$ cat config.mk
export PLATFORM = sky130hd
export DESIGN_NAME = matrix_wavefront_loader
export DESIGN_NICKNAME = d
export VERILOG_FILES = /design/src/rtl/matrix_wavefront_loader.sv
export SDC_FILE = /design/constraint.sdc
export NUM_CORES = 1
export LEC_CHECK = 0
export ABC_AREA = 1
export BUFFER_PORTS_ARGS = -buffer_cell sky130_fd_sc_hd__buf_2
export CAP_MARGIN = 20
export CORE_ASPECT_RATIO = 0.9
export CORE_MARGIN = 2
export CORE_UTILIZATION = 55
export CTS_BUF_LIST = sky130_fd_sc_hd__clkbuf_2
export CTS_CLUSTER_SIZE = 14
export DETAILED_ROUTE_END_ITERATION = 6
export PLACE_DENSITY = 0.74
export SYNTH_ARGS = -nofsm -noshare
export SYNTH_HDL_FRONTEND = slang
export SYNTH_SLANG_ARGS = --single-unit
$ cat constraint.sdc
create_clock -name clk -period 4.7 [get_ports clk]
set_input_delay 0 -clock clk [delete_from_list [all_inputs] [get_ports clk]]
set_output_delay 0 -clock clk [all_outputs]
set_load 0.01 [all_outputs]
$ cat src/rtl/matrix_wavefront_loader.sv
// ---------------------------------------------------------------------------
// matrix_wavefront_loader
//
// Producer side of a 3x3 systolic matrix multiplier. Collects A and B as an
// 18-beat byte stream (A row-major, then B row-major), then drives skewed
// 5-lane wavefronts into the array: three data steps, DRAIN_STEPS all-zero
// steps, and a one-cycle done pulse. Each step is held for STEP_CYCLES clocks.
//
// Ports:
//   clk          clock, all logic on posedge
//   rst_n        synchronous active-low reset
//   s_valid      input beat valid
//   s_ready      loader can accept a beat (high only while loading)
//   s_data       element value
//   s_last       marks the final (18th) beat of a load
//   a_lane       A wavefront, lane l at bits [l*DW +: DW]
//   b_lane       B wavefront, same packing
//   step_strobe  one-cycle pulse on the first cycle of every step
//   step_idx     1-based step number, 0 when not stepping
//   busy         high while feeding or draining
//   done         one-cycle pulse after the last step
//   err          one-cycle pulse on a framing error
// ---------------------------------------------------------------------------
module matrix_wavefront_loader #(
    parameter int DW          = 8,
    parameter int STEP_CYCLES = 10,
    parameter int DRAIN_STEPS = 6
) (
    input  logic            clk,
    input  logic            rst_n,
    input  logic            s_valid,
    output logic            s_ready,
    input  logic [DW-1:0]   s_data,
    input  logic            s_last,
    output logic [5*DW-1:0] a_lane,
    output logic [5*DW-1:0] b_lane,
    output logic            step_strobe,
    output logic [3:0]      step_idx,
    output logic            busy,
    output logic            done,
    output logic            err
);

    localparam logic [1:0] ST_LOAD  = 2'd0;
    localparam logic [1:0] ST_FEED  = 2'd1;
    localparam logic [1:0] ST_DRAIN = 2'd2;
    localparam logic [1:0] ST_DONE  = 2'd3;

    localparam logic [7:0] STEP_LAST  = 8'(STEP_CYCLES - 1);
    localparam logic [4:0] FINAL_STEP = 5'(3 + DRAIN_STEPS);

    logic [1:0]      state;
    logic [4:0]      beat_cnt;
    logic [7:0]      cyc_cnt;
    // One bit wider than step_idx so the final-step compare stays exact
    // for the largest drain length; step_idx shows the low four bits.
    logic [4:0]      step_cnt;

    logic [DW-1:0]   a_mem [9];
    logic [DW-1:0]   b_mem [9];

    logic            xfer;
    logic            step_end;
    logic [1:0]      next_s;
    logic [5*DW-1:0] next_a;
    logic [5*DW-1:0] next_b;

    // Row s of A enters lanes s..s+2; column s of B enters the same lanes.
    function automatic logic [3:0] a_index(input logic [1:0] s, input int l);
        return 4'(3 * int'(s) + l - int'(s));
    endfunction

    function automatic logic [3:0] b_index(input logic [1:0] s, input int l);
        return 4'(3 * (l - int'(s)) + int'(s));
    endfunction

    assign xfer     = s_valid && (state == ST_LOAD);
    assign step_end = (cyc_cnt == STEP_LAST);
    // 0-based index of the step about to start: step 0 when leaving LOAD,
    // otherwise the current 1-based count equals the next 0-based index.
    assign next_s   = (state == ST_LOAD) ? 2'd0 : step_cnt[1:0];

    always_comb begin
        next_a = '0;
        next_b = '0;
        for (int l = 0; l < 5; l++) begin
            if (next_s != 2'd3 && l >= int'(next_s) && l <= int'(next_s) + 2) begin
                next_a[l*DW +: DW] = a_mem[a_index(next_s, l)];
                next_b[l*DW +: DW] = b_mem[b_index(next_s, l)];
            end
        end
    end

    // Element storage: no reset, a discarded load is simply overwritten.
    always_ff @(posedge clk) begin
        if (xfer) begin
            if (beat_cnt < 5'd9)
                a_mem[beat_cnt[3:0]] <= s_data;
            else
                b_mem[4'(beat_cnt - 5'd9)] <= s_data;
        end
    end

    always_ff @(posedge clk) begin
        if (!rst_n) begin
            state       <= ST_LOAD;
            beat_cnt    <= '0;
            cyc_cnt     <= '0;
            step_cnt    <= '0;
            a_lane      <= '0;
            b_lane      <= '0;
            step_strobe <= 1'b0;
            err         <= 1'b0;
        end else begin
            step_strobe <= 1'b0;
            err         <= 1'b0;
            case (state)
                ST_LOAD: begin
                    if (xfer) begin
                        if (s_last && beat_cnt == 5'd17) begin
                            // Step 1 never uses b9, so every element it needs
                            // is already stored when the last beat arrives.
                            state       <= ST_FEED;
                            beat_cnt    <= '0;
                            cyc_cnt     <= '0;
                            step_cnt    <= 5'd1;
                            a_lane      <= next_a;
                            b_lane      <= next_b;
                            step_strobe <= 1'b1;
                        end else if (s_last || beat_cnt == 5'd17) begin
                            err      <= 1'b1;
                            beat_cnt <= '0;
                        end else begin
                            beat_cnt <= beat_cnt + 5'd1;
                        end
                    end
                end
                ST_FEED, ST_DRAIN: begin
                    if (step_end) begin
                        cyc_cnt <= '0;
                        if (step_cnt == FINAL_STEP) begin
                            state    <= ST_DONE;
                            step_cnt <= '0;
                            a_lane   <= '0;
                            b_lane   <= '0;
                        end else begin
                            step_cnt    <= step_cnt + 5'd1;
                            step_strobe <= 1'b1;
                            if (step_cnt < 5'd3) begin
                                state  <= ST_FEED;
                                a_lane <= next_a;
                                b_lane <= next_b;
                            end else begin
                                state  <= ST_DRAIN;
                                a_lane <= '0;
                                b_lane <= '0;
                            end
                        end
                    end else begin
                        cyc_cnt <= cyc_cnt + 8'd1;
                    end
                end
                ST_DONE: begin
                    state <= ST_LOAD;
                end
                default: begin
                    state <= ST_LOAD;
                end
            endcase
        end
    end

    assign s_ready  = (state == ST_LOAD);
    assign busy     = (state == ST_FEED) || (state == ST_DRAIN);
    assign done     = (state == ST_DONE);
    assign step_idx = step_cnt[3:0];

endmodule
==> results of run 1 <==
## cell usage in the layout, fill, tap and decap left out
cell type and instances:
sky130_fd_sc_hd__nand2_1 478, sky130_fd_sc_hd__inv_1 203, sky130_fd_sc_hd__nand3_1 173, sky130_fd_sc_hd__nor2_1 160, sky130_fd_sc_hd__edfxtp_1 144, sky130_fd_sc_hd__buf_2 102
sky130_fd_sc_hd__dfxtp_1 101, sky130_fd_sc_hd__clkbuf_2 88, sky130_fd_sc_hd__a21oi_1 79, sky130_fd_sc_hd__o21ai_0 31, sky130_fd_sc_hd__nor3_1 20, sky130_fd_sc_hd__buf_4 20
sky130_fd_sc_hd__ha_1 19, sky130_fd_sc_hd__clkinv_1 13, sky130_fd_sc_hd__dlygate4sd3_1 12, sky130_fd_sc_hd__inv_2 7, sky130_fd_sc_hd__o21ai_1 7, sky130_fd_sc_hd__nand4_1 7
sky130_fd_sc_hd__o211ai_1 6, sky130_fd_sc_hd__or2_2 5, sky130_fd_sc_hd__clkbuf_4 5, sky130_fd_sc_hd__nand3b_1 3, sky130_fd_sc_hd__clkinv_2 3, sky130_fd_sc_hd__xnor2_1 2
sky130_fd_sc_hd__a31oi_1 2, sky130_fd_sc_hd__a211oi_1 2, sky130_fd_sc_hd__nor3b_1 2, sky130_fd_sc_hd__nand2_4 1, sky130_fd_sc_hd__nor4_1 1, sky130_fd_sc_hd__nand2_2 1
sky130_fd_sc_hd__nand3_4 1, sky130_fd_sc_hd__nor2_2 1, sky130_fd_sc_hd__xor2_1 1, sky130_fd_sc_hd__bufinv_16 1, sky130_fd_sc_hd__buf_12 1, sky130_fd_sc_hd__buf_8 1
sky130_fd_sc_hd__dfxtp_2 1
## final cells by class
cell class / instances / area [µm²] / area share (%)
sequential: 246 / 6370 / 47.7
tap: 291 / 364 / 2.73
clock buffer: 88 / 440 / 3.30
multi-input combinational: 1002 / 4440 / 33.3
inverter: 209 / 785 / 5.88
clock inverter: 18 / 97.6 / 0.731
timing repair buffer: 141 / 853 / 6.39
## layer usage
| layer | wire (µm) | part of all wire, % |
|---|---|---|
| met5 | 0 | 0 |
| met4 | 560 | 1.7 |
| met3 | 3990 | 12 |
| met2 | 14300 | 43 |
| met1 | 14400 | 43 |
## flip-flops by register name, indices dropped and copies added, names as in the netlist
register / count
err: 1
cyc_cnt: 8
a_mem: 72
step_cnt: 5
b_mem: 72
state: 2
step_strobe: 1
beat_cnt: 5
a_lane: 40
b_lane: 40
## cells in the mapped netlist, types with 2 or more instances
cell type / instances / area (µm²)
sky130_fd_sc_hd__a211oi_1: 2 / 15.0
sky130_fd_sc_hd__a21oi_1: 79 / 395
sky130_fd_sc_hd__nand3b_1: 3 / 22.5
sky130_fd_sc_hd__buf_1: 14 / 52.6
sky130_fd_sc_hd__buf_4: 8 / 60.1
sky130_fd_sc_hd__ha_1: 19 / 238
sky130_fd_sc_hd__o211ai_1: 6 / 45.0
sky130_fd_sc_hd__inv_2: 5 / 18.8
sky130_fd_sc_hd__clkbuf_1: 27 / 101
sky130_fd_sc_hd__or2_2: 5 / 31.3
sky130_fd_sc_hd__nor3_1: 20 / 100
sky130_fd_sc_hd__inv_1: 203 / 762
sky130_fd_sc_hd__dfxtp_1: 102 / 2040
sky130_fd_sc_hd__nand2_1: 479 / 1800
sky130_fd_sc_hd__xnor2_1: 2 / 17.5
sky130_fd_sc_hd__nor3b_1: 2 / 15.0
sky130_fd_sc_hd__buf_2: 31 / 155
sky130_fd_sc_hd__nand4_1: 7 / 43.8
sky130_fd_sc_hd__o21ai_1: 7 / 35.0
sky130_fd_sc_hd__nor2_1: 160 / 601
sky130_fd_sc_hd__a31oi_1: 2 / 12.5
sky130_fd_sc_hd__nand3_1: 173 / 866
sky130_fd_sc_hd__edfxtp_1: 144 / 4320
sky130_fd_sc_hd__o21ai_0: 31 / 155
## cell families (layout without fill, tap and decap cells)
logic type               count (synthesis)  count (layout)
AO/OA/AOI/OAI                          127             127
XOR/XNOR                                 3               3
adder cells (fa/ha/maj)                 19              19
buffers and inverters                  290             456
flip-flops                             246             246
AND/OR/NAND/NOR                        853             853
## power groups by stage
| stage | logic (mW) | registers, mW | clock network, mW |
|---|---|---|---|
| final | 0.121 | 2.30 | 1.40 |
| after global routing | 0.134 | 2.30 | 1.54 |
| after CTS | 0.119 | 2.30 | 1.43 |
| after detailed placement | 0.111 | 2.35 | 0 |
| after global placement | 0.110 | 2.35 | 0 |
| after floorplan | 0.0578 | 2.34 | 0 |
## path summary, 6_finish.rpt
path | startpoint | to | slack (ns)
min | s_data[0] | a_mem[5][0] | 0.13
min reg2reg | b_lane[15] | b_lane[15] | 0.47
max reg2reg | state[0] | b_lane[38] | 1.70
max | state[0] | b_lane[38] | 1.70
## worst reg2reg max path: stages (launching register included)
cell and delay [ns]:
sky130_fd_sc_hd__dfxtp_1 0.35, sky130_fd_sc_hd__inv_1 0.06, sky130_fd_sc_hd__ha_1 0.26, sky130_fd_sc_hd__inv_2 0.13, sky130_fd_sc_hd__nand2_1 0.09, sky130_fd_sc_hd__buf_4 0.28, sky130_fd_sc_hd__inv_2 0.40, sky130_fd_sc_hd__ha_1 0.68
sky130_fd_sc_hd__nand3_1 0.26, sky130_fd_sc_hd__a21oi_1 0.31, sky130_fd_sc_hd__nor2_1 0.06
## what timing repair did
action,CTS,global route
hold buffers,12,0
setup buffers,0,0
hold endpoints to repair,229,0
## stage by stage
stage | area [µm²] | hold slack [ns] | power [mW] | setup slack (ns)
after floorplan | 12000 | 0.0989 | 2.40 | 2.12
after global placement | 12600 | 0.397 | 2.46 | 1.90
after detailed placement | 12600 | 0.399 | 2.46 | 1.85
after CTS | 13300 | 0.0605 | 3.84 | 1.78
after global routing | 13400 | 0.111 | 3.97 | 1.53
final | 13400 | 0.130 | 3.82 | 1.70
==> reports/results.txt, run 1 <==
initial antenna violation count: 0
PD cells: 286 nW/µm²
largest buffer count on any clock path: 3
gr ovfl total: 0
Crit Path Category: register to register
root buffer selected by CTS: sky130_fd_sc_hd__clkbuf_2
boundary pin count: 101
via count of the first global-routing pass: 9407
number of antenna diodes: 0
internal power: 2.88 mW
Gate power share: 3.2%
FP Rows: 51
cell class contributing the biggest share of worst-path delay: adder cells
maximum operating frequency: 333 MHz
total setup violations reported at the end of the flow: 0
number of H-tree levels: 2
share of the synthesized area in compound gates (AO/OA/AOI/OAI): 5.50%
violation count after the first detailed-routing iteration: 1251
CTS clk-pin slew, worst paths: 0.10 ns
share of synthesized flip-flops with an asynchronous set or reset: 0%
clock sinks: 246
Max Fanout on Critical Path: 34
portion of netlist area occupied by mux cells: 0%
Sw Pwr: 0.938 mW
post-DP HPWL: 22.2 mm
# DRC: 0
part of the power in registers: 60.2%
Crit. End Element: register
Peak supply drop: 0.134 mV
mean post-synth cell area: 7.78 µm²
synth warn: 0
register bit count reported by yosys: 246
register area share after synthesis: 53.2%
switching portion of total power: 24.6%
Die H: 144 µm
met1 layer usage reported by global route: 41.7%
transition time at the pin with the least slew margin: 1.04 ns
Clock power frac: 36.6%
Final Max Tran Viols: 0
number of enable flip-flop cells after synthesis: 144
final critical-path required period: 3.00 ns
number of iterations in the first detailed-routing pass: 6
ordered cell list for the critical path: inv_1 > ha_1 > inv_2 > nand2_1 > buf_4 > inv_2 > ha_1 > nand3_1 > a21oi_1 > nor2_1
maximum capacitance violations: 0
P_leak: 6.28 nW
post-synthesis share of cell area spent on xor and xnor gates: 0.220%
Post-synth top flop: sky130_fd_sc_hd__edfxtp_1
Final Hold Viols: 0
data arrival time of the critical path: 3.74 ns
vias after detailed routing: 10500
unrepaired setup endpoints after global routing: false
Top Usage Layer GRT: met2
CTS tree: built
worst slew margin relative to its limit: 30.3%
post-layout instance count excluding filler cells: 1995
final core occ: 62.1%
die footprint: 23000 µm²
initial core utilization: 55.6%
Inserted Clock Buffers: 61
delay of the slowest cell on the worst path: 0.67 ns
pin count of the biggest net entering global routing: 105
area of the mapped netlist: 12000 µm²
width of the chip: 159 µm
number of nets produced by synthesis: 1569
average routed wire per standard cell: 16.7 µm
ratio of cells with drive above 1 in the final layout: 14.0%
post-synthesis simple-gate area fraction: 29.4%
main combinational cell family by area after synthesis: simple AND/OR/NAND/NOR gates
Bufs and invs on worst path: 4
depth of the most critical reg-to-reg path: 10
Resize count post-CTS: 0
grt met3 use: 7.79%
worst hold path cell count: 2
cell count after placement: 1869
TNS Setup: 0 ns
placeable core region: 21500 µm²
cell type of the slowest stage on the worst timing path: sky130_fd_sc_hd__ha_1
critical path required time: 5.44 ns
vias per cell: 5.27
kind of path behind the tightest hold check: primary input to register
clock latency on the worst-skew pair: 0.88 ns
global placer's final weighted congestion: 0.879
unique cell type count in the Yosys netlist: 31
Synth Area in Adders: 1.99%
first-pass GRT wire length: 51.4 mm
run status: finished, final reports clean
Routed Antenna Nets: 0
global routing usage on met2: 42.7%
post-synthesis instance total: 1538
Overall Global Routing Usage: 28.9%
quantity of I/O buffers inserted on ports: 100
kind of start point of the critical path: register
number of nets at the end of the flow: 1692
post-route clock skew: 0.0763 ns
fin crit share: 63.9%
number of logic stages on the critical path including buffering: 10
sum of routed wire length over all layers: 33.3 mm
number of fill cells: 1909
synthesis-to-layout area growth: 11.6%
(Power assumes the default switching activity.)
==> inputs of run 2 (changes only) <==
- ABC_AREA: 1 -> 0
- PLACE_DENSITY: 0.74 -> 0.78
- clock period: 4.7 -> 2.55 ns (I/O delays scaled with it)
==> run 2 against run 1 <==
Area after synthesis fell by 8.4%. Non-clock buffer count rose by 19. Die area decreased by 8.2%. Synthesized cell count is 42% lower. Routed wire length is 21% lower. Hold slack worse by 0.012 ns. Critical endpoint is now a_lane[10]. Core utilization is 2.9 points higher.
==> reports/results.txt, run 2 <==
run status: finished, final reports clean
Crit. End Element: register
number of fill cells: 1511
Crit Path Category: register to register
Final Hold Viols: 0
leading cell types in the layout, fill and taps excluded: sky130_fd_sc_hd__nand2_1 (167), sky130_fd_sc_hd__edfxtp_1 (144), sky130_fd_sc_hd__dfxtp_1 (102), sky130_fd_sc_hd__buf_2 (100), sky130_fd_sc_hd__mux2i_1 (98)
kind of start point of the critical path: register
gr ovfl total: 0
area of the mapped netlist: 11000 µm²
number of H-tree levels: 2
topmost layer with routed signal wires: met4
root buffer selected by CTS: sky130_fd_sc_hd__clkbuf_2
die footprint: 21100 µm²
Min-Delay Startpoint: s_data[1]
top cells by area, synth: sky130_fd_sc_hd__edfxtp_1 (39%), sky130_fd_sc_hd__dfxtp_1 (19%), sky130_fd_sc_hd__mux2i_1 (8.9%)
met3 wire len: 2.05 mm
number of enable flip-flop cells after synthesis: 144
Post-synth top flop: sky130_fd_sc_hd__edfxtp_1
Inserted Clock Buffers: 57
data arrival time of the critical path: 3.12 ns
via count of the first global-routing pass: 7314
placeable core region: 19300 µm²
area fraction of the dominant cell type after synthesis: 39.5%
startpoint of the worst register-to-register path: cyc_cnt[0]
leading cell types by count after synthesis: sky130_fd_sc_hd__nand2_1 (167), sky130_fd_sc_hd__edfxtp_1 (144), sky130_fd_sc_hd__dfxtp_1 (102)
CTS tree: built
first-pass GRT wire length: 40.3 mm
maximum capacitance violations: 0
synth warn: 0
met2 wirelength from detailed routing: 12.1 mm
vias per cell: 5.75
boundary pin count: 101
Die H: 138 µm
initial core utilization: 56.7%
most common cell in the synthesized netlist: sky130_fd_sc_hd__nand2_1
CTS clk-pin slew, worst paths: 0.11 ns
maximum operating frequency: 412 MHz
Bufs and invs on worst path: 1
source of the critical timing path: cyc_cnt[0]
unrepaired setup endpoints after global routing: false
cell taking the most area after synthesis: sky130_fd_sc_hd__edfxtp_1
average routed wire per standard cell: 19.5 µm
PD cells: 548 nW/µm²
mean post-synth cell area: 12.4 µm²
ordered cell list for the critical path: ha_1 > or4b_1 > o41a_1 > or3_4 > buf_12 > mux2i_1
number of nets at the end of the flow: 1073
final critical-path required period: 2.43 ns
total setup violations reported at the end of the flow: 0
worst slew margin relative to its limit: 53.3%
clock sinks: 246
share of synthesized flip-flops with an asynchronous set or reset: 0%
vias after detailed routing: 7719
clock latency on the worst-skew pair: 0.87 ns
width of the chip: 153 µm
post-DP HPWL: 17.4 mm
Final Max Tran Viols: 0
hold slack final: 0.118 ns
number of nets produced by synthesis: 918
initial antenna violation count: 1
delay of the slowest cell on the worst path: 0.50 ns
cell class contributing the biggest share of worst-path delay: simple AND/OR/NAND/NOR gates
number of iterations in the first detailed-routing pass: 5
Max Fanout on Critical Path: 38
pin count of the biggest net entering global routing: 68
Routed Antenna Nets: 0
Peak supply drop: 0.327 mV
P_leak: 5.17 nW
post-synthesis instance total: 887
quantity of I/O buffers inserted on ports: 100
kind of path behind the tightest hold check: primary input to register
# DRC: 0
largest buffer count on any clock path: 3
FP Rows: 48
unique cell type count in the Yosys netlist: 52
transition time at the pin with the least slew margin: 0.701 ns
register bit count reported by yosys: 246
global placer's final weighted congestion: 0.868
critical path required time: 3.24 ns
post-route clock skew: 0.0660 ns
Overall Global Routing Usage: 24.7%
cell type of the slowest stage on the worst timing path: sky130_fd_sc_hd__or4b_1
ratio of cells with drive above 1 in the final layout: 27.2%
violation count after the first detailed-routing iteration: 672
synthesis-to-layout area growth: 14.7%
met1 wire length: 11.6 mm
register area share after synthesis: 58.1%
sum of routed wire length over all layers: 26.1 mm
TNS Setup: 0 ns
fin crit share: 95.1%
leading cell type in the layout, fill and taps excluded: sky130_fd_sc_hd__nand2_1
run 2: layout make-up:
class	count	area (µm²)	share of cell area [%]
Multi-Input combinational cell	564	4270	33.9
Tap cell	250	313	2.49
Antenna cell	1	2.50	0.0199
Timing Repair Buffer	160	1060	8.42
Inverter	13	48.8	0.388
Clock inverter	25	103	0.816
Clock buffer	83	415	3.30
Sequential cell	246	6370	50.6
run 2: final timing paths:
path | endpoint | slack (ns) | cells after the start
hold / removal | b_mem[8][1] | 0.12 | 2
setup reg to reg | a_lane[10] | 0.12 | 6
setup / recovery | a_lane[10] | 0.12 | 6
hold reg to reg | b_lane[2] | 0.46 | 2
run 2: metal layers:
layer / vias to the layer above / GRT usage [%]
li1: 3611 / -
met1: 3729 / 35.4
met2: 338 / 38.2
met3: 41 / 5.09
met4: 0 / 8.44
met5: - / 0
run 2: repair_timing:
item | 4_1_cts | 5_1_grt
endpoints found under the setup margin | 0 | 5
hold endpoints to repair | 252 | 0
setup buffers | 0 | 2
hold buffers | 13 | 0
gates resized for setup | 0 | 1
run 2: cell families after synthesis:
| group | share of synthesized area [%] |
|---|---|
| and+or+nand+nor | 11.1 |
| buffers and inverters | 3.31 |
| adders and majority gates | 2.17 |
| AOI/OAI and AO/OA | 8.44 |
| muxes | 16.3 |
| DFF | 58.1 |
| xor gates and xnor gates | 0.559 |
run 2: worst register-to-register path, delay by kind of cell, from the launching register on:
| kind | cells | cell delay, ns |
|---|---|---|
| adders and majority gates | 1 | 0.16 |
| and+or+nand+nor | 2 | 0.93 |
| DFF | 1 | 0.42 |
| buffers and inverters | 1 | 0.22 |
| muxes | 1 | 0.17 |
| AOI/OAI and AO/OA | 1 | 0.38 |
run 2: power breakdown:
| group | leakage (nW) | total [mW] | switching, mW | internal (mW) |
|---|---|---|---|---|
| logic | 2.65 | 0.213 | 0.145 | 0.0679 |
| registers | 2.12 | 4.23 | 0.0118 | 4.21 |
| clock network | 0.397 | 2.45 | 1.56 | 0.889 |
| total | 5.17 | 6.89 | 1.71 | 5.17 |
run 2: through the flow:
stage | total power, mW | setup slack, ns | std cells | util, % | cell area (µm²)
2_1_floorplan | 4.41 | 0.0110 | 887 | - | 11000
3_3_place_gp | 4.51 | 0.192 | 1218 | 61.5 | 11900
3_5_place_dp | 4.51 | 0.138 | 1218 | 61.5 | 11900
4_1_cts | 6.94 | 0.137 | 1339 | 64.9 | 12500
5_1_grt | 7.13 | 0.0263 | 1342 | 65.0 | 12600
6_report | 6.89 | 0.124 | 1342 | 65.0 | 12600
